**config.mk**
```make
export PLATFORM = sky130hd
export DESIGN_NAME = regfile_mp
export DESIGN_NICKNAME = d
export VERILOG_FILES = /design/src/rtl/regfile_pkg.sv /design/src/rtl/regfile_clear_ctrl.sv /design/src/rtl/regfile_mp.sv
export SDC_FILE = /design/constraint.sdc
export NUM_CORES = 2
export LEC_CHECK = 0
export CAP_MARGIN = 20
export CORE_AREA = 10 10 332 494
export CTS_CLUSTER_SIZE = 16
export DETAILED_ROUTE_END_ITERATION = 16
export DIE_AREA = 0 0 342 504
export DONT_BUFFER_PORTS = 1
export PLACE_DENSITY = 0.5
export RECOVER_POWER = 25
export SLEW_MARGIN = 10
export SYNTH_ARGS = -nofsm -noshare
export SYNTH_HDL_FRONTEND = slang
export SYNTH_SLANG_ARGS = --single-unit
```
**constraint.sdc**
```tcl
create_clock -name clock -period 3.7 [get_ports clock]
set_input_delay 0.925 -clock clock [delete_from_list [all_inputs] [get_ports clock]]
set_output_delay 0.925 -clock clock [all_outputs]
set_load 0.01 [all_outputs]
```
**src/rtl/regfile_pkg.sv**
```systemverilog
// Shared definitions for the multi-port register file and its clear controller.
package regfile_pkg;

    typedef logic [0:0] rf_state_t;

    localparam rf_state_t RF_IDLE  = 1'b0;
    localparam rf_state_t RF_CLEAR = 1'b1;

    localparam int MAX_RD = 4;
    localparam int MAX_WR = 2;

endpackage

```
**src/rtl/regfile_clear_ctrl.sv**
```systemverilog
// Sequential clear engine: walks clr_idx over every entry, one per cycle,
// after a clear_req pulse; clear_busy is the registered CLEAR state.
module regfile_clear_ctrl
    import regfile_pkg::*;
#(
    parameter int ADDR_W = 5
) (
    input  logic              clock,
    input  logic              reset_n,
    input  logic              clear_req,
    output logic              clear_busy,
    output logic              clr_en,
    output logic [ADDR_W-1:0] clr_idx
);

    localparam logic [ADDR_W-1:0] LAST_IDX = {ADDR_W{1'b1}};

    rf_state_t         state_q, state_d;
    logic [ADDR_W-1:0] idx_q, idx_d;

    always_comb begin
        state_d = state_q;
        idx_d   = idx_q;
        case (state_q)
            RF_IDLE: begin
                if (clear_req) begin
                    state_d = RF_CLEAR;
                    idx_d   = '0;
                end
            end
            RF_CLEAR: begin
                // Requests arriving mid-clear are ignored; the walk never restarts.
                if (idx_q == LAST_IDX) begin
                    state_d = RF_IDLE;
                    idx_d   = '0;
                end else begin
                    idx_d = idx_q + 1'b1;
                end
            end
            default: begin
                state_d = RF_IDLE;
                idx_d   = '0;
            end
        endcase
    end

    always_ff @(posedge clock or negedge reset_n) begin
        if (!reset_n) begin
            state_q <= RF_IDLE;
            idx_q   <= '0;
        end else begin
            state_q <= state_d;
            idx_q   <= idx_d;
        end
    end

    assign clr_en     = (state_q == RF_CLEAR);
    assign clear_busy = (state_q == RF_CLEAR);
    assign clr_idx    = idx_q;

endmodule

```
**src/rtl/regfile_mp.sv**
```systemverilog
// Parametrised multi-port register file with write-first registered reads,
// optional hardwired-zero r0 and a sequential full-array clear.
module regfile_mp
    import regfile_pkg::*;
#(
    parameter int DATA_W  = 32,
    parameter int ADDR_W  = 5,
    parameter int NUM_RD  = 2,
    parameter int NUM_WR  = 1,
    parameter int ZERO_R0 = 1
) (
    input  logic                     clock,
    input  logic                     reset_n,
    input  logic [NUM_RD*ADDR_W-1:0] rd_addr,
    output logic [NUM_RD*DATA_W-1:0] rd_data,
    input  logic [NUM_WR-1:0]        wr_en,
    input  logic [NUM_WR*ADDR_W-1:0] wr_addr,
    input  logic [NUM_WR*DATA_W-1:0] wr_data,
    input  logic                     clear_req,
    output logic                     clear_busy
);

    localparam int DEPTH = 2 ** ADDR_W;

    if (NUM_RD < 1 || NUM_RD > MAX_RD || NUM_WR < 1 || NUM_WR > MAX_WR) begin : g_param_check
        $error("regfile_mp: unsupported read/write port count");
    end

    logic              clr_en;
    logic [ADDR_W-1:0] clr_idx;

    logic [ADDR_W-1:0] wa     [NUM_WR];
    logic [DATA_W-1:0] wd     [NUM_WR];
    logic [NUM_WR-1:0] wr_ok;

    logic [DATA_W-1:0] mem_q  [DEPTH];
    logic [DATA_W-1:0] mem_d  [DEPTH];

    regfile_clear_ctrl #(
        .ADDR_W (ADDR_W)
    ) u_clear_ctrl (
        .clock      (clock),
        .reset_n    (reset_n),
        .clear_req  (clear_req),
        .clear_busy (clear_busy),
        .clr_en     (clr_en),
        .clr_idx    (clr_idx)
    );

    for (genvar j = 0; j < NUM_WR; j++) begin : g_wr
        assign wa[j]    = wr_addr[j*ADDR_W +: ADDR_W];
        assign wd[j]    = wr_data[j*DATA_W +: DATA_W];
        assign wr_ok[j] = wr_en[j] && !clr_en;
    end

    // mem_d is the array as it stands after this edge; reads sample it, which
    // gives write-first bypass, clear-first during CLEAR and highest-port-wins.
    always_comb begin
        mem_d = mem_q;
        if (clr_en) begin
            mem_d[clr_idx] = '0;
        end
        for (int j = 0; j < NUM_WR; j++) begin
            if (wr_ok[j]) begin
                mem_d[wa[j]] = wd[j];
            end
        end
        if (ZERO_R0 != 0) begin
            mem_d[0] = '0;
        end
    end

    always_ff @(posedge clock or negedge reset_n) begin
        if (!reset_n) begin
            for (int e = 0; e < DEPTH; e++) begin
                mem_q[e] <= '0;
            end
        end else begin
            mem_q <= mem_d;
        end
    end

    for (genvar i = 0; i < NUM_RD; i++) begin : g_rd
        logic [ADDR_W-1:0] ra;
        logic [DATA_W-1:0] rd_data_d;
        logic [DATA_W-1:0] rd_data_q;

        assign ra        = rd_addr[i*ADDR_W +: ADDR_W];
        assign rd_data_d = mem_d[ra];

        always_ff @(posedge clock or negedge reset_n) begin
            if (!reset_n) begin
                rd_data_q <= '0;
            end else begin
                rd_data_q <= rd_data_d;
            end
        end

        assign rd_data[i*DATA_W +: DATA_W] = rd_data_q;
    end

endmodule
```
# Yosys cells after proc, flatten, opt, wreduce, memory -nomap -nowiden
# Index checks and enable logic that the tools add are counted.
[word_totals]
register_bits = 1062
inputBits = 51
word_cells = 74
[classes]
magnitude_cmp = 6
add_sub_neg = 1
muxes = 19
n_reduce_logical = 4
eq_ne = 2
bitwise = 7
[op_table]
columns = ["op", "n"]
rows = [
  ["992-bit by 1024-bit bitwise AND with 1024-bit output", 1],
  ["1024-bit bitwise mux", 1],
  ["1024-bit 2-to-1 mux", 1],
  ["1024-bit inverter", 1],
  ["992-bit 2-to-1 mux", 1],
  ["32-bit binary-select mux with 5-bit select", 2],
  ["32-bit demux with 5-bit select", 2],
  ["32-bit 2-to-1 mux", 6],
  ["6-bit >= comparator (second input constant)", 4],
  ["5-bit inverter with 6-bit output", 4],
  ["6-bit by 1-bit less-than comparator with 1-bit output (second input constant)", 2],
  ["5-bit 2-to-1 mux", 2],
  ["5-bit case mux with 2 select lines", 1],
  ["5-bit by 1-bit adder with 5-bit output (second input constant)", 1],
  ["5-bit == test (second input constant)", 1],
  ["1-bit logical AND", 3],
  ["1-bit 2-to-1 mux", 2],
  ["2-bit != test (second input constant)", 1],
  ["1-bit case mux with 2 select lines", 1],
  ["1-bit logical NOT", 1],
  ["1-bit inverter", 1],
]

# Longest topological paths before layout
[depth]
depth_word = 13
depth_mapped = 12
ltp_nobuf = 10

# Hierarchy
# Synthesis repeated with hierarchy kept, for this count alone.
[hier_totals]
hier_cells = 5114
area_unflattened_um2 = 53319.9
[modules_own_cells]
columns = ["module", "instances", "area_each_um2", "cells_per_inst"]
rows = [
  ["regfile_mp", 1, 53018.3, 5087],
  ["regfile_clear_ctrl", 1, 301.5, 27],
]

# Worst setup path before layout
# No wires, ideal clock.
[synth_timing]
path_kind = "input-to-reg"
from = "input port wr_addr[3]"
to = "register g_rd[0].rd_data_q[21]"
setup_time_ns = 0.137
stages = 10
required_ns = 3.563
setup_slack_ns = 0.540
t_arrival_ns = 3.023
n_path_buf = 4
cell_sequence = "buf_2 > buf_4 > nor3b_4 > a22oi_1 > buf_2 > buf_2 > a22o_1 > mux4_2 > a211oi_1 > o211ai_1"
[synth_rtl]
columns = ["item", "line_no", "source"]
rows = [
  ["from (decl)", "regfile_mp.sv:17", "input logic [NUM_WR*ADDR_W-1:0] wr_addr,"],
  ["to (signal assigned)", "regfile_mp.sv:95", "rd_data_q <= rd_data_d;"],
  ["to (decl)", "regfile_mp.sv:86", "logic [DATA_W-1:0] rd_data_q;"],
]

==> qor.csv <==
stage,metric,value,unit
place,post-detail-place hpwl,236400,microns
place,DP Worst Slack,-551.7,ps
synth,total nets after synthesis,4804,
worst_setup_path,type of the worst setup path,reg2reg,
worst_setup_path,worst path required time,4330,ps
place,global placement routability congestion,1.035,
die,vertical die dimension,504,microns
worst_setup_path,register-to-register setup slack,5,ps
die,Core Rows,177,
global_routing,initial antenna violation count,29,
die,floorplan die width,342,microns
global_routing,vias in the first global route,50440,
worst_setup_path,CP Max Fanout,8,
place,I/O Buffers,0,
synth,top_reg_cell synth,sky130_fd_sc_hd__dfrtp_1,
drt,drt first pass iters,6,
pwr,Sw Ratio,34.38,%
synth,syn avg cell area,11.34,sq um
timing,setup repair after global routing missed its margin,false,
clock_network,maximum count of clock buffers along a single path,3,
cells_and_area,most common library cell in the layout ignoring fill and taps,sky130_fd_sc_hd__dfrtp_1,
die,number of top-level pins,116,
global_routing,first-pass GRT wire length,468700,microns
die,core region area,0.1548,sq mm
worst_setup_path,kind of cell with the highest combined delay on the critical path,compound AO/OA/AOI/OAI gates,
pwr,Int Pwr,24.87,mW
worst_setup_path,endpoint kind of the worst setup timing path,flip-flop,
timing,maximum frequency from static timing analysis,270.6,MHz
synth,post-synthesis cell area,0.05385,sq mm
drt,total via count after detailed routing,52790,
pwr,power spent charging and discharging nets,13.03,mW
clock_network,CTS root buf,sky130_fd_sc_hd__clkbuf_16,
drt,Avg WL per Cell,48.10,microns
cells_and_area,synthesis-to-layout area growth,23.17,%
pwr,clock share of power,32.8,%
clock_network,TritonCTS buffer count,110,
drt,number of design rule violations left after detail routing,0,
worst_hold_path,path type of the worst min-delay path,in2async,
drt,number of DRC markers in iteration 0,8703,
place,Post-Place Cells,7042,
timing,count of pins over their slew limit,260,
synth,fraction of synthesis flops using an asynchronous set or reset pin,100.0,%
cells_and_area,layout cells sized above 1,25.19,%
global_routing,total global-route track usage,39.64,%
clock_network,clock latency reported for the late side of the worst-skew pair,830,ps
synth,Yosys cell types,92,
synth,Post-Syn Instances,4748,
cells_and_area,"commonest cells after routing, fill and taps aside","1061 x sky130_fd_sc_hd__dfrtp_1, 765 x sky130_fd_sc_hd__a22o_1, 632 x sky130_fd_sc_hd__buf_4",
timing,minimum setup slack in the final design,4.751,ps
die,Initial Utilization,34.79,%
worst_setup_path,number of buffer and inverter stages on the critical path,5,
worst_setup_path,worst endpoint data arrival time,4330,ps
timing,Setup TNS,0,ps
clock_network,CTS sink count,1062,
worst_setup_path,cells traversed along the worst timing path,inv_1 -> ha_1 -> and2_2 -> buf_4 -> a22oi_2 -> buf_4 -> buf_4 -> a22o_1 -> mux2i_1 -> a221oi_1 -> buf_4 -> a2111oi_0 -> a31oi_1,
cells_and_area,Nets,5163,
synth,sequential-to-total area share from yosys stat,49.35,%
synth,number of flip-flops and latches in the synthesized netlist,1062,
clock_network,clock-pin transition on the worst setup and hold timing paths,70,ps
pwr,Peak supply drop,0.0003955,V
worst_setup_path,most numerous cell on the critical path,sky130_fd_sc_hd__buf_4,
global_routing,gr ovfl total,0,
worst_setup_path,Worst path slowest cell,sky130_fd_sc_hd__a2111oi_0,
cells_and_area,post-route insts no fill,7282,
synth,largest cells by area after synthesis,"sky130_fd_sc_hd__dfrtp_1 49%, sky130_fd_sc_hd__a22o_1 12%, sky130_fd_sc_hd__mux4_2 7.3%",
timing,final setup vio count,0,
timing,crit share post-route,99.87,%
status,failing checks,"max-capacitance violations, max-slew violations",
synth,count of flip-flops with a built-in enable after synthesis,0,
clock_network,CTS tree,built,
drt,number of nets with antenna violations after detailed routing,0,
global_routing,largest net degree at the start of global routing,226,
pwr,static leakage,30.90,nW
pwr,share of total power in sequential cells,38.1,%
timing,Final Hold Violating Endpoints,0,
synth,number of warnings issued by yosys,0,
timing,worst clock skew,37.27,ps
clock_network,H-tree depth,3,
pwr,power share of the combinational group,29.1,%
timing,minimum clock period,3695,ps
pwr,power per cell area,571.3,mW/mm^2
die,Die Outline Area,0.1724,sq mm
worst_setup_path,startpoint types,flip-flop,
synth,cell type with the largest total area after synthesis,sky130_fd_sc_hd__dfrtp_1,
worst_setup_path,Crit path largest cell delay,1000,ps
status,outcome,finished with violations,
synth,area share of the leading cell type in the synthesized netlist,49.35,%
drt,number of vias per cell,7.250,
flow_run,Max-cap violations,2,
drt,Post-Route WL,350300,microns
timing,transition at the pin with the smallest max-transition slack,2376,ps
timing,Rel. slew slack,-58.38,%
-- cell usage after synthesis (12+ instances only) --
cell type and count:
sky130_fd_sc_hd__or3_1 22, sky130_fd_sc_hd__and2_1 13, sky130_fd_sc_hd__mux2_2 41, sky130_fd_sc_hd__a221o_1 45
sky130_fd_sc_hd__a211o_1 15, sky130_fd_sc_hd__o21ai_0 160, sky130_fd_sc_hd__a21oi_1 122, sky130_fd_sc_hd__mux2i_1 111
sky130_fd_sc_hd__a22o_1 765, sky130_fd_sc_hd__o22ai_1 225, sky130_fd_sc_hd__nand2_1 166, sky130_fd_sc_hd__nand3_1 24
sky130_fd_sc_hd__nor2_2 12, sky130_fd_sc_hd__nor2_1 149, sky130_fd_sc_hd__mux4_2 174, sky130_fd_sc_hd__buf_1 23
sky130_fd_sc_hd__a22oi_2 15, sky130_fd_sc_hd__o211ai_1 34, sky130_fd_sc_hd__a211oi_1 55, sky130_fd_sc_hd__buf_2 144
sky130_fd_sc_hd__clkbuf_1 362, sky130_fd_sc_hd__and3_1 13, sky130_fd_sc_hd__dfrtp_1 1062, sky130_fd_sc_hd__o221ai_1 35
sky130_fd_sc_hd__a31oi_1 24, sky130_fd_sc_hd__o31ai_1 16, sky130_fd_sc_hd__a221oi_1 101, sky130_fd_sc_hd__inv_1 207
sky130_fd_sc_hd__a22oi_1 329, sky130_fd_sc_hd__nor3_1 64
-- power groups by stage --
| stage | clock (mW) | combinational, mW | sequential [mW] |
|---|---|---|---|
| after floorplan | 0 | 5.70 | 14.3 |
| after global placement | 0 | 10.4 | 14.6 |
| after detailed placement | 0 | 10.5 | 14.6 |
| after CTS | 12.4 | 10.5 | 14.4 |
| after global routing | 12.9 | 11.3 | 14.6 |
| final | 12.4 | 11.0 | 14.4 |
-- path summary, 6_finish.rpt --
| kind | endpoint | from | cells past startpoint |
|---|---|---|---|
| worst max-delay path | g_rd[1].rd_data_q[31] | u_clear_ctrl.clr_idx[0] | 13 |
| worst min-delay path | mem_q[510] | reset_n | 1 |
| worst max register to register | g_rd[1].rd_data_q[31] | u_clear_ctrl.clr_idx[0] | 13 |
| worst min register to register | mem_q[907] | mem_q[907] | 2 |
| max in group asynchronous | g_rd[1].rd_data_q[16] | reset_n | 3 |
| min in group clock | u_clear_ctrl.clr_idx[1] | clear_req | 1 |
-- final cells by class --
cell class                      instances  area (sq um)
Timing Repair Buffer                  788          7856
Multi-Input combinational cell       2933         24590
Inverter                              212         795.8
Clock buffer                          158          3319
Tap cell                             2058          2575
Fill cell                           14460         88470
Sequential cell                      1062         26580
Clock inverter                         48         559.3
Antenna cell                           23         57.56
-- logic make-up (layout without fill, tap and decap cells) --
| logic type | Yosys count | after routing | share of synthesized area, % |
|---|---|---|---|
| AO/OA/AOI/OAI | 2066 | 2066 | 29.68 |
| XOR/XNOR | 2 | 2 | 0.03253 |
| adder cells (fa/ha/maj) | 5 | 5 | 0.1162 |
| buffers and inverters | 753 | 1206 | 5.688 |
| flip-flops | 1062 | 1062 | 49.35 |
| multiplexers | 326 | 326 | 10.20 |
| other | 0 | 23 | 0 |
| AND/OR/NAND/NOR | 534 | 534 | 4.933 |
-- state kept, by name, summed over array words and instances (netlist names) --
| register | cells |
|---|---|
| g_rd.rd_data_q | 64 |
| u_clear_ctrl.clr_idx | 5 |
| mem_q | 992 |
| u_clear_ctrl.clear_busy | 1 |
-- what timing repair did --
action	CTS	global route
setup buffers	5	0
hold endpoints to repair	1	0
pin swaps	2	0
setup endpoints to repair	10	14
resized for setup	9	14
hold buffers	1	0
-- routing by layer --
metal	up-vias	wire length, microns	track usage, %
met5	-	250	0.6473
li1	19520	-	-
met4	16	39840	34.96
met1	27020	119200	46.25
met3	1474	42050	13.23
met2	4760	148900	57.55
-- through the flow --
step                      power (mW)  hold slack [ps]  util (%)  area, sq um
after global placement         24.97            467.9     40.17        62180
final                          37.90            72.51     42.85        66330
after floorplan                20.00            447.2         -        53850
after detailed placement       25.09            478.8     40.17        62190
after CTS                      37.39            208.9     42.74        66160
after global routing           38.79            119.7     42.82        66280
No activity file was read; power rests on OpenSTA's default activity.
